$ cat src/rtl/module_spi_master_ctrl.sv
// ---------------------------------------------------------------------------
// module_spi_master_ctrl
//
// Purpose:
//   SPI master (mode 0, MSB first) that streams bytes out of a TX buffer and
//   writes the bytes received on miso_i into an RX buffer. A transaction is
//   started by the send bit of the control word. It moves bytes 0..n_tx_end
//   and ends with a one-cycle proccess_o pulse. Every byte takes exactly
//   2 + 16*CLK_DIV clock cycles.
//
// Ports:
//   clk_i        system clock, rising edge
//   rst_n_i      asynchronous active-low reset
//   cntr_str_i   control word: [0] send, [1] cs_ctrl, [2] all_1s, [3] all_0s,
//                [13:4] n_tx_end (index of the last byte); other bits unused
//   tx_data_i    TX buffer read data (synchronous read, 1-cycle latency)
//   tx_addr_o    TX buffer read address
//   rx_data_o    byte written to the RX buffer
//   rx_addr_o    RX buffer write address
//   rx_we_o      RX buffer write strobe
//   we_rx_o      update strobe for the received-count register field
//   in_rx_o      number of bytes received so far
//   proccess_o   one-cycle transaction-complete pulse
//   busy_o       high while a transaction is in progress
//   sclk_o, mosi_o, cs_n_o, miso_i   SPI pins
//
// Configuration:
//   SPI_LOOPBACK_EN  when defined, the receive shift register takes its input
//                    from mosi_o and miso_i is ignored.
// ---------------------------------------------------------------------------
module module_spi_master_ctrl #(
  parameter int CLK_DIV = 4
) (
  input  logic        clk_i,
  input  logic        rst_n_i,
  input  logic [31:0] cntr_str_i,
  input  logic [7:0]  tx_data_i,
  output logic [9:0]  tx_addr_o,
  output logic [7:0]  rx_data_o,
  output logic [9:0]  rx_addr_o,
  output logic        rx_we_o,
  output logic        we_rx_o,
  output logic [9:0]  in_rx_o,
  output logic        proccess_o,
  output logic        busy_o,
  output logic        sclk_o,
  output logic        mosi_o,
  output logic        cs_n_o,
  input  logic        miso_i
);

  typedef enum logic [2:0] {
    ST_IDLE  = 3'd0,
    ST_LOAD  = 3'd1,
    ST_SHIFT = 3'd2,
    ST_STORE = 3'd3,
    ST_DONE  = 3'd4
  } state_t;

  state_t      r_state;
  state_t      w_next;

  // Control fields captured when a transaction starts
  logic        r_all1;
  logic        r_all0;
  logic [9:0]  r_n_tx_end;

  logic [9:0]  r_idx;
  logic [7:0]  r_div;
  logic [3:0]  r_half;
  logic [7:0]  r_tx_sh;
  logic [7:0]  r_rx_sh;

  logic        r_sclk;
  logic        r_mosi;
  logic        r_cs_n;
  logic        r_busy;
  logic        r_rx_we;
  logic        r_we_rx;
  logic        r_proc;
  logic [9:0]  r_tx_addr;
  logic [9:0]  r_rx_addr;
  logic [7:0]  r_rx_data;
  logic [9:0]  r_in_rx;

  logic        w_div_end;
  logic        w_last_half;
  logic        w_more;
  logic [7:0]  w_tx_byte;
  logic        w_din;
  logic        w_unused_cntr;

  assign w_unused_cntr = ^cntr_str_i[31:14];

  assign w_div_end   = (r_div == 8'(CLK_DIV - 1));
  assign w_last_half = (r_half == 4'd15);
  assign w_more      = (r_idx < r_n_tx_end);

`ifdef SPI_LOOPBACK_EN
  logic w_unused_miso;
  assign w_unused_miso = miso_i;
  assign w_din         = r_mosi;
`else
  assign w_din         = miso_i;
`endif

  // TX byte source selection; all_1s wins over all_0s
  always_comb begin
    w_tx_byte = tx_data_i;
    if (r_all1) begin
      w_tx_byte = 8'hFF;
    end else if (r_all0) begin
      w_tx_byte = 8'h00;
    end else begin
      w_tx_byte = tx_data_i;
    end
  end

  // FSM state register
  always_ff @(posedge clk_i or negedge rst_n_i) begin
    if (!rst_n_i) begin
      r_state <= ST_IDLE;
    end else begin
      r_state <= w_next;
    end
  end

  // FSM next-state logic
  always_comb begin
    w_next = r_state;
    case (r_state)
      ST_IDLE: begin
        if (cntr_str_i[0]) begin
          w_next = ST_LOAD;
        end else begin
          w_next = ST_IDLE;
        end
      end
      ST_LOAD:  w_next = ST_SHIFT;
      ST_SHIFT: begin
        if (w_div_end && w_last_half) begin
          w_next = ST_STORE;
        end else begin
          w_next = ST_SHIFT;
        end
      end
      ST_STORE: begin
        if (w_more) begin
          w_next = ST_LOAD;
        end else begin
          w_next = ST_DONE;
        end
      end
      ST_DONE:  w_next = ST_IDLE;
      default:  w_next = ST_IDLE;
    endcase
  end

  // Datapath, SPI pins and strobes, all registered
  always_ff @(posedge clk_i or negedge rst_n_i) begin
    if (!rst_n_i) begin
      r_all1     <= 1'b0;
      r_all0     <= 1'b0;
      r_n_tx_end <= 10'd0;
      r_idx      <= 10'd0;
      r_div      <= 8'd0;
      r_half     <= 4'd0;
      r_tx_sh    <= 8'd0;
      r_rx_sh    <= 8'd0;
      r_sclk     <= 1'b0;
      r_mosi     <= 1'b0;
      r_cs_n     <= 1'b1;
      r_busy     <= 1'b0;
      r_rx_we    <= 1'b0;
      r_we_rx    <= 1'b0;
      r_proc     <= 1'b0;
      r_tx_addr  <= 10'd0;
      r_rx_addr  <= 10'd0;
      r_rx_data  <= 8'd0;
      r_in_rx    <= 10'd0;
    end else begin
      r_rx_we <= 1'b0;
      r_we_rx <= 1'b0;
      r_proc  <= 1'b0;
      r_busy  <= (w_next != ST_IDLE);
      // Outside a transaction chip select follows cs_ctrl directly
      r_cs_n  <= (w_next == ST_IDLE) ? ~cntr_str_i[1] : 1'b0;
      case (r_state)
        ST_IDLE: begin
          r_sclk <= 1'b0;
          r_mosi <= 1'b0;
          if (w_next == ST_LOAD) begin
            r_all1     <= cntr_str_i[2];
            r_all0     <= cntr_str_i[3];
            r_n_tx_end <= cntr_str_i[13:4];
            r_idx      <= 10'd0;
            r_tx_addr  <= 10'd0;
            r_in_rx    <= 10'd0;
          end
        end
        ST_LOAD: begin
          // tx_addr_o has been stable since the previous cycle, so the
          // buffer output already belongs to this byte
          r_tx_sh <= w_tx_byte;
          r_mosi  <= w_tx_byte[7];
          r_div   <= 8'd0;
          r_half  <= 4'd0;
          r_sclk  <= 1'b0;
        end
        ST_SHIFT: begin
          if (w_div_end) begin
            r_div  <= 8'd0;
            r_sclk <= ~r_sclk;
            r_half <= r_half + 4'd1;
            if (!r_sclk) begin
              r_rx_sh <= {r_rx_sh[6:0], w_din};
            end else begin
              r_tx_sh <= {r_tx_sh[6:0], 1'b0};
              r_mosi  <= r_tx_sh[6];
            end
          end else begin
            r_div <= r_div + 8'd1;
          end
          if (w_next == ST_STORE) begin
            r_rx_we   <= 1'b1;
            r_we_rx   <= 1'b1;
            r_rx_addr <= r_idx;
            r_rx_data <= r_rx_sh;
            r_in_rx   <= r_idx + 10'd1;
            // Pre-address the next byte so its data is ready during LOAD
            r_tx_addr <= w_more ? (r_idx + 10'd1) : 10'd0;
          end
        end
        ST_STORE: begin
          if (w_more) begin
            r_idx <= r_idx + 10'd1;
          end
          if (w_next == ST_DONE) begin
            r_proc <= 1'b1;
          end
        end
        ST_DONE: begin
          r_mosi <= 1'b0;
        end
        default: begin
          r_sclk <= 1'b0;
        end
      endcase
    end
  end

  assign tx_addr_o  = r_tx_addr;
  assign rx_data_o  = r_rx_data;
  assign rx_addr_o  = r_rx_addr;
  assign rx_we_o    = r_rx_we;
  assign we_rx_o    = r_we_rx;
  assign in_rx_o    = r_in_rx;
  assign proccess_o = r_proc;
  assign busy_o     = r_busy;
  assign sclk_o     = r_sclk;
  assign mosi_o     = r_mosi;
  assign cs_n_o     = r_cs_n;

endmodule

$ cat config.mk
export PLATFORM = sky130hd
export DESIGN_NAME = module_spi_master_ctrl
export DESIGN_NICKNAME = d
export VERILOG_FILES = /design/src/rtl/module_spi_master_ctrl.sv
export SDC_FILE = /design/constraint.sdc
export NUM_CORES = 1
export LEC_CHECK = 0
export ABC_AREA = 1
export ABC_CLOCK_PERIOD_IN_PS = 4200
export BUFFER_PORTS_ARGS = -buffer_cell sky130_fd_sc_hd__buf_2
export CAP_MARGIN = 5
export CORE_MARGIN = 4
export CORE_UTILIZATION = 51
export CTS_CLUSTER_DIAMETER = 150
export DETAILED_ROUTE_END_ITERATION = 12
export PLACE_DENSITY = 0.74
export RECOVER_POWER = 50
export REMOVE_ABC_BUFFERS = 1
export SLEW_MARGIN = 20
export SYNTH_ARGS = -nofsm -noshare
export SYNTH_HDL_FRONTEND = slang
export SYNTH_SLANG_ARGS = --single-unit
$ cat constraint.sdc
create_clock -name clk_i -period 4.2 [get_ports clk_i]
set_input_delay 0.42 -clock clk_i [delete_from_list [all_inputs] [get_ports clk_i]]
set_output_delay 0.42 -clock clk_i [all_outputs]
set_load 0.02 [all_outputs]
Word level (Yosys, flattened, before mapping)
Cells that the tools add are included.

Add/subtract/negate cells: 3. $lt $le $gt $ge: 1. Eq/ne operators: 14. Muxes and demuxes: 31. Bitwise logic cells: 3. Reductions and logical operators: 19.

Operators with widths (number): 10-bit one-hot mux with 2 select lines (3); 10-bit 2-to-1 mux (5); 8-bit 2-to-1 mux (3); 8-bit one-hot mux with 2 select lines (1); 3-bit AND reduction (5); 7-bit 2-to-1 mux (2); 7-bit one-hot mux with 2 select lines (1); 3-bit one-hot mux with 4 select lines (1); 10-bit by 1-bit adder with 10-bit output, second input constant (1); 10-bit < comparator (1); 1-bit 2-to-1 mux (10); 2-bit inequality test, second input constant (5); 3-bit by 2-bit == test with 1-bit output, second input constant (3); 8-bit by 1-bit adder with 8-bit output, second input constant (1); 8-bit by 2-bit == test with 1-bit output, second input constant (1); 4-bit one-hot mux with 2 select lines (1); 2-bit AND reduction (4); 3-bit by 1-bit == test with 1-bit output, second input constant (2); 3-bit == test, second input constant (2); 3-bit zero test (2); 2-bit nonzero test (3); 3-bit nonzero test (2); 4-bit by 1-bit adder with 4-bit output, second input constant (1); 4-bit == test, second input constant (1); other kinds (7) (10).

Bits in registers: 96. Input port bits: 43. Output and inout bits: 45. Logic and storage cells: 90.

Logic depth before layout (Yosys ltp)
Word-level depth: 7. Depth in mapped cells: 12. Gate-level depth less buffers: 12.

Worst setup path after synthesis
OpenSTA, ideal clock, no wires.

Kind: reg-to-reg. Start point: register r_idx[5]. End point: register r_idx[0]. Library setup time: 0.134 ns. Data arrival time: 1.516 ns. Required time: 4.066 ns. Slack: 2.551 ns. Cell stages (with the launch flop): 10. Path buffers: 0. Clock period less this slack: 1.649 ns. Cells stage by stage: dfrtp_1 ha_1 nand2_1 inv_1 nand2_1 nand2_1 nand2_1 nand3_1 o21ai_2 o21ai_0.

Longest elaborated chain between the ends: 6. Elaborated cells between the ends (all ways): 7. Those cells by class: order compare (1); eq/ne (3); mux (2); reduce/logical (1).

Ends and longest elaborated chain: start: declaration (line 68) `logic [9:0] r_idx;`; start signal: assignment (line 236) `r_idx <= r_idx + 10'd1;`; 10-bit < comparator * (line 97) `assign w_more = (r_idx < r_n_tx_end);`; 3-bit 2-to-1 mux (line 148) `if (w_more) begin`; 3-bit one-hot mux with 4 select lines (line 131) `case (r_state)`; 3-bit by 1-bit == test with 1-bit output (line 192) `if (w_next == ST_LOAD) begin`; 2-bit inequality test (no line); 3-bit AND reduction (no line) *.

Every way passes the cells marked *; elsewhere a longest branch is shown, timed or not. A chain may end at the register's enable or synchronous reset.

==> flow_summary.yaml <==
run_status:
  status: "finished with violations"
  failed_checks: "max-capacitance violations, max-slew violations"
global_routing:
  track_usage_pct: 18.95
  grt.busiest_layer: "met2"
  grt_pass1_vias: 3520
  grt_start_max_net_pins: 57
  grt_use_met3_pct: 3.072
  grtUsageMet2_pct: 32.18
  grt_pass1_wl_um: 15810
  grt_overflow: 0
  antenna_found_initial: 0
  met1_usage_pct: 25.17
clock_network:
  clk_pin_slew_ps: 90
  hold_buffers: 0
  postCtsSetupBuffers: 0
  ctsResizeCount: 0
  clk_latency_ps: 360
  cts.sinks: 96
  max-clock-path-buffers: 2
  cts-root-buf: "clkbuf_8"
  cts_buffers: 9
  cts_tree: "done"
  htreeDepth: 3
setup_path:
  cp.arrival_ps: 3230
  reg2reg_slack_ps: 1860
  slowest_delay_ps: 2040
  reg2regPathDepth: 10
  path_buf_inv: 2
  endpoint_kind: "asynchronous set/reset pin"
  start_kind: "input pin"
  startpoint: "rst_n_i"
  required_ps: 4670
  r2r_start: "r_state[0]"
  cp_max_fo: 56
  critPathTopFamily: "buffers and inverters"
  crit_chain: "clkbuf_1 > buf_4"
  critPathKind: "input pin to asynchronous set/reset pin"
  critPathSlowestCell: "clkbuf_1"
  r2r-end: "tx_addr_o[5]"
synthesis:
  synth-seq-cells: 96
  yosysSeqAreaShare_pct: 53.21
  ys_types: 36
  avgSynthCellArea_um2: 8.365
  postSynthCellCount: 540
  yosysWarnings: 0
  synth_area_um2: 4517
drt:
  routed_wl_um: 9125
  drc: 0
  firstDrtPassIters: 4
  wl_per_cell_um: 12.67
  dr_total_vias: 3545
  detail_route.iter0.violations: 116
  viasPerCell: 4.924
  postRouteAntennaNets: 0
place:
  dpl.hpwl_um: 6568
  routabilityCongestion: 0.8209
  io_buffers: 69
floorplan:
  die_h_um: 102.1
  io_pins: 88
  die-area_um2: 10430
  die_x_um: 102.1
  num_rows: 34
  core-area_um2: 8678
  start_util_pct: 52.05
sta:
  whs_ps: 169.9
  rsz0062_at_grt: "false"
  hold_viol_final: 0
  period_share_pct: 65.82
  fmax_ghz: 0.3617
  skew_ps: 14.08
  fin_setup_tns_ps: 0
  worst_pin_slew_ps: 2947
  setup-violations-final: 0
  period_minus_slack_ps: 2764
  slew_headroom_pct: -96.48
  slew_viol_final: 57
hold_path:
  hold-path-endpoint: "cs_n_o"
  min-delay-start: "cntr_str_i[1]"
  min_path_type: "input pin to flop"
  hold_depth: 2
finish:
  nFillCells: 824
  layout.nets: 663
  fin_util_pct: 58.72
  final_common_cell: "nand2_1"
  mostFrequentLayoutCells: "nand2_1 (187), dfrtp_1 (95), inv_1 (60), o21ai_0 (48), buf_2 (46)"
  n_antenna_cell: 0
  layout-drive-gt1-share_pct: 14.71
  synthToLayoutAreaGrowth_pct: 12.83
power:
  power.density_nw_per_um2: 308.6
  p_leak_nw: 2.762
  ir_drop_uv: 170.3
run:
  maxCapViolCount: 1
==> worst max path at each step <==
stage                         to  cells after the start  slack [ps]
global route        rx_addr_o[8]                      2         830
global placement    tx_addr_o[3]                     10        1910
CTS                 tx_addr_o[9]                     10        1840
floorplan           tx_addr_o[0]                      8        1840
detailed placement  tx_addr_o[9]                     10        1850
finish              rx_addr_o[8]                      2        1440
==> metal layers <==
metal  part of all wire, %  up-vias
li1                      -     1824
met1                    47     1647
met2                    49       63
met3                   3.3       11
met4                   1.1        0
met5                     0        -
==> state kept, by name (all words and copies together), names as in the netlist <==
register,flops
r_div,8
cs_n_o,1
r_state,3
mosi_o,1
proccess_o,1
r_all0,1
r_tx_sh,7
tx_addr_o,10
busy_o,1
r_n_tx_end,10
r_all1,1
sclk_o,1
r_half,4
r_idx,10
r_rx_sh,8
rx_data_o,8
we_rx_o,1
rx_addr_o,10
in_rx_o,10
==> worst register-to-register path: stages (launching register included) <==
cell,delay (ps)
dfrtp_1,400
inv_1,130
nand3_4,270
inv_4,240
nand3_2,80
buf_4,230
nand2_1,110
buf_4,240
inv_1,320
nand2_1,150
nand2_1,60
==> synthesized netlist by cell type <==
cell type,instances,area share (%)
dfrtp_1,95,53
nor3_1,6,0.66
o21ai_2,8,1.6
nand2_2,1,0.14
o21ai_0,48,5.3
a22oi_1,1,0.17
ha_1,12,3.3
buf_6,1,0.25
inv_1,60,5.0
nand3_2,2,0.44
clkbuf_1,8,0.66
nor2_2,3,0.42
buf_12,1,0.44
a21oi_1,6,0.66
nor2_1,33,2.7
a21o_1,1,0.17
buf_2,4,0.44
nand4_1,2,0.28
buf_4,1,0.17
o221ai_1,1,0.19
dfstp_2,1,0.58
nor3b_1,1,0.17
xnor2_1,2,0.39
inv_2,4,0.33
or2_1,1,0.14
nand2_1,187,16
nor2_4,2,0.50
o22ai_1,4,0.55
inv_4,1,0.14
nand2_4,1,0.25
xor2_1,8,1.6
clkinv_1,1,0.083
nand3_4,1,0.39
nor3_2,1,0.22
a21oi_2,1,0.19
nand3_1,30,3.3
==> cell type report <==
class | count | area, µm² | share of cell area [%]
sequential | 96 | 2404 | 47.16
multi-input combinational | 363 | 1774 | 34.81
timing repair buffer | 72 | 339.1 | 6.654
inverter | 66 | 250.2 | 4.910
tap | 108 | 135.1 | 2.652
clock buffer | 9 | 123.9 | 2.431
clock inverter | 6 | 70.07 | 1.375
==> stage by stage <==
stage / std cells / cell area (µm²) / power (mW) / setup WS [ps]
global route: 720 / 5096 / 1.628 / 832.7
floorplan: 525 / 4428 / 0.9542 / 1838
detailed placement: 705 / 4933 / 0.9861 / 1846
finish: 720 / 5096 / 1.572 / 1436
CTS: 720 / 5127 / 1.587 / 1842
global placement: 705 / 4933 / 0.9848 / 1912
==> logic make-up after synthesis <==
family	after synthesis	share of synthesized area (%)
compound gates	70	8.809
fa+ha+maj	12	3.324
simple gates	271	25.21
flops	96	53.21
xor+xnor	10	1.939
buf+inv	81	7.507
==> power breakdown <==
group          switching [mW]  internal, mW  total (mW)
combinational          0.0257        0.0114      0.0371
sequential            0.00154         0.927       0.929
clock                   0.331         0.276       0.607
total                   0.358          1.21        1.57
Power figures use the tool's default switching activity.
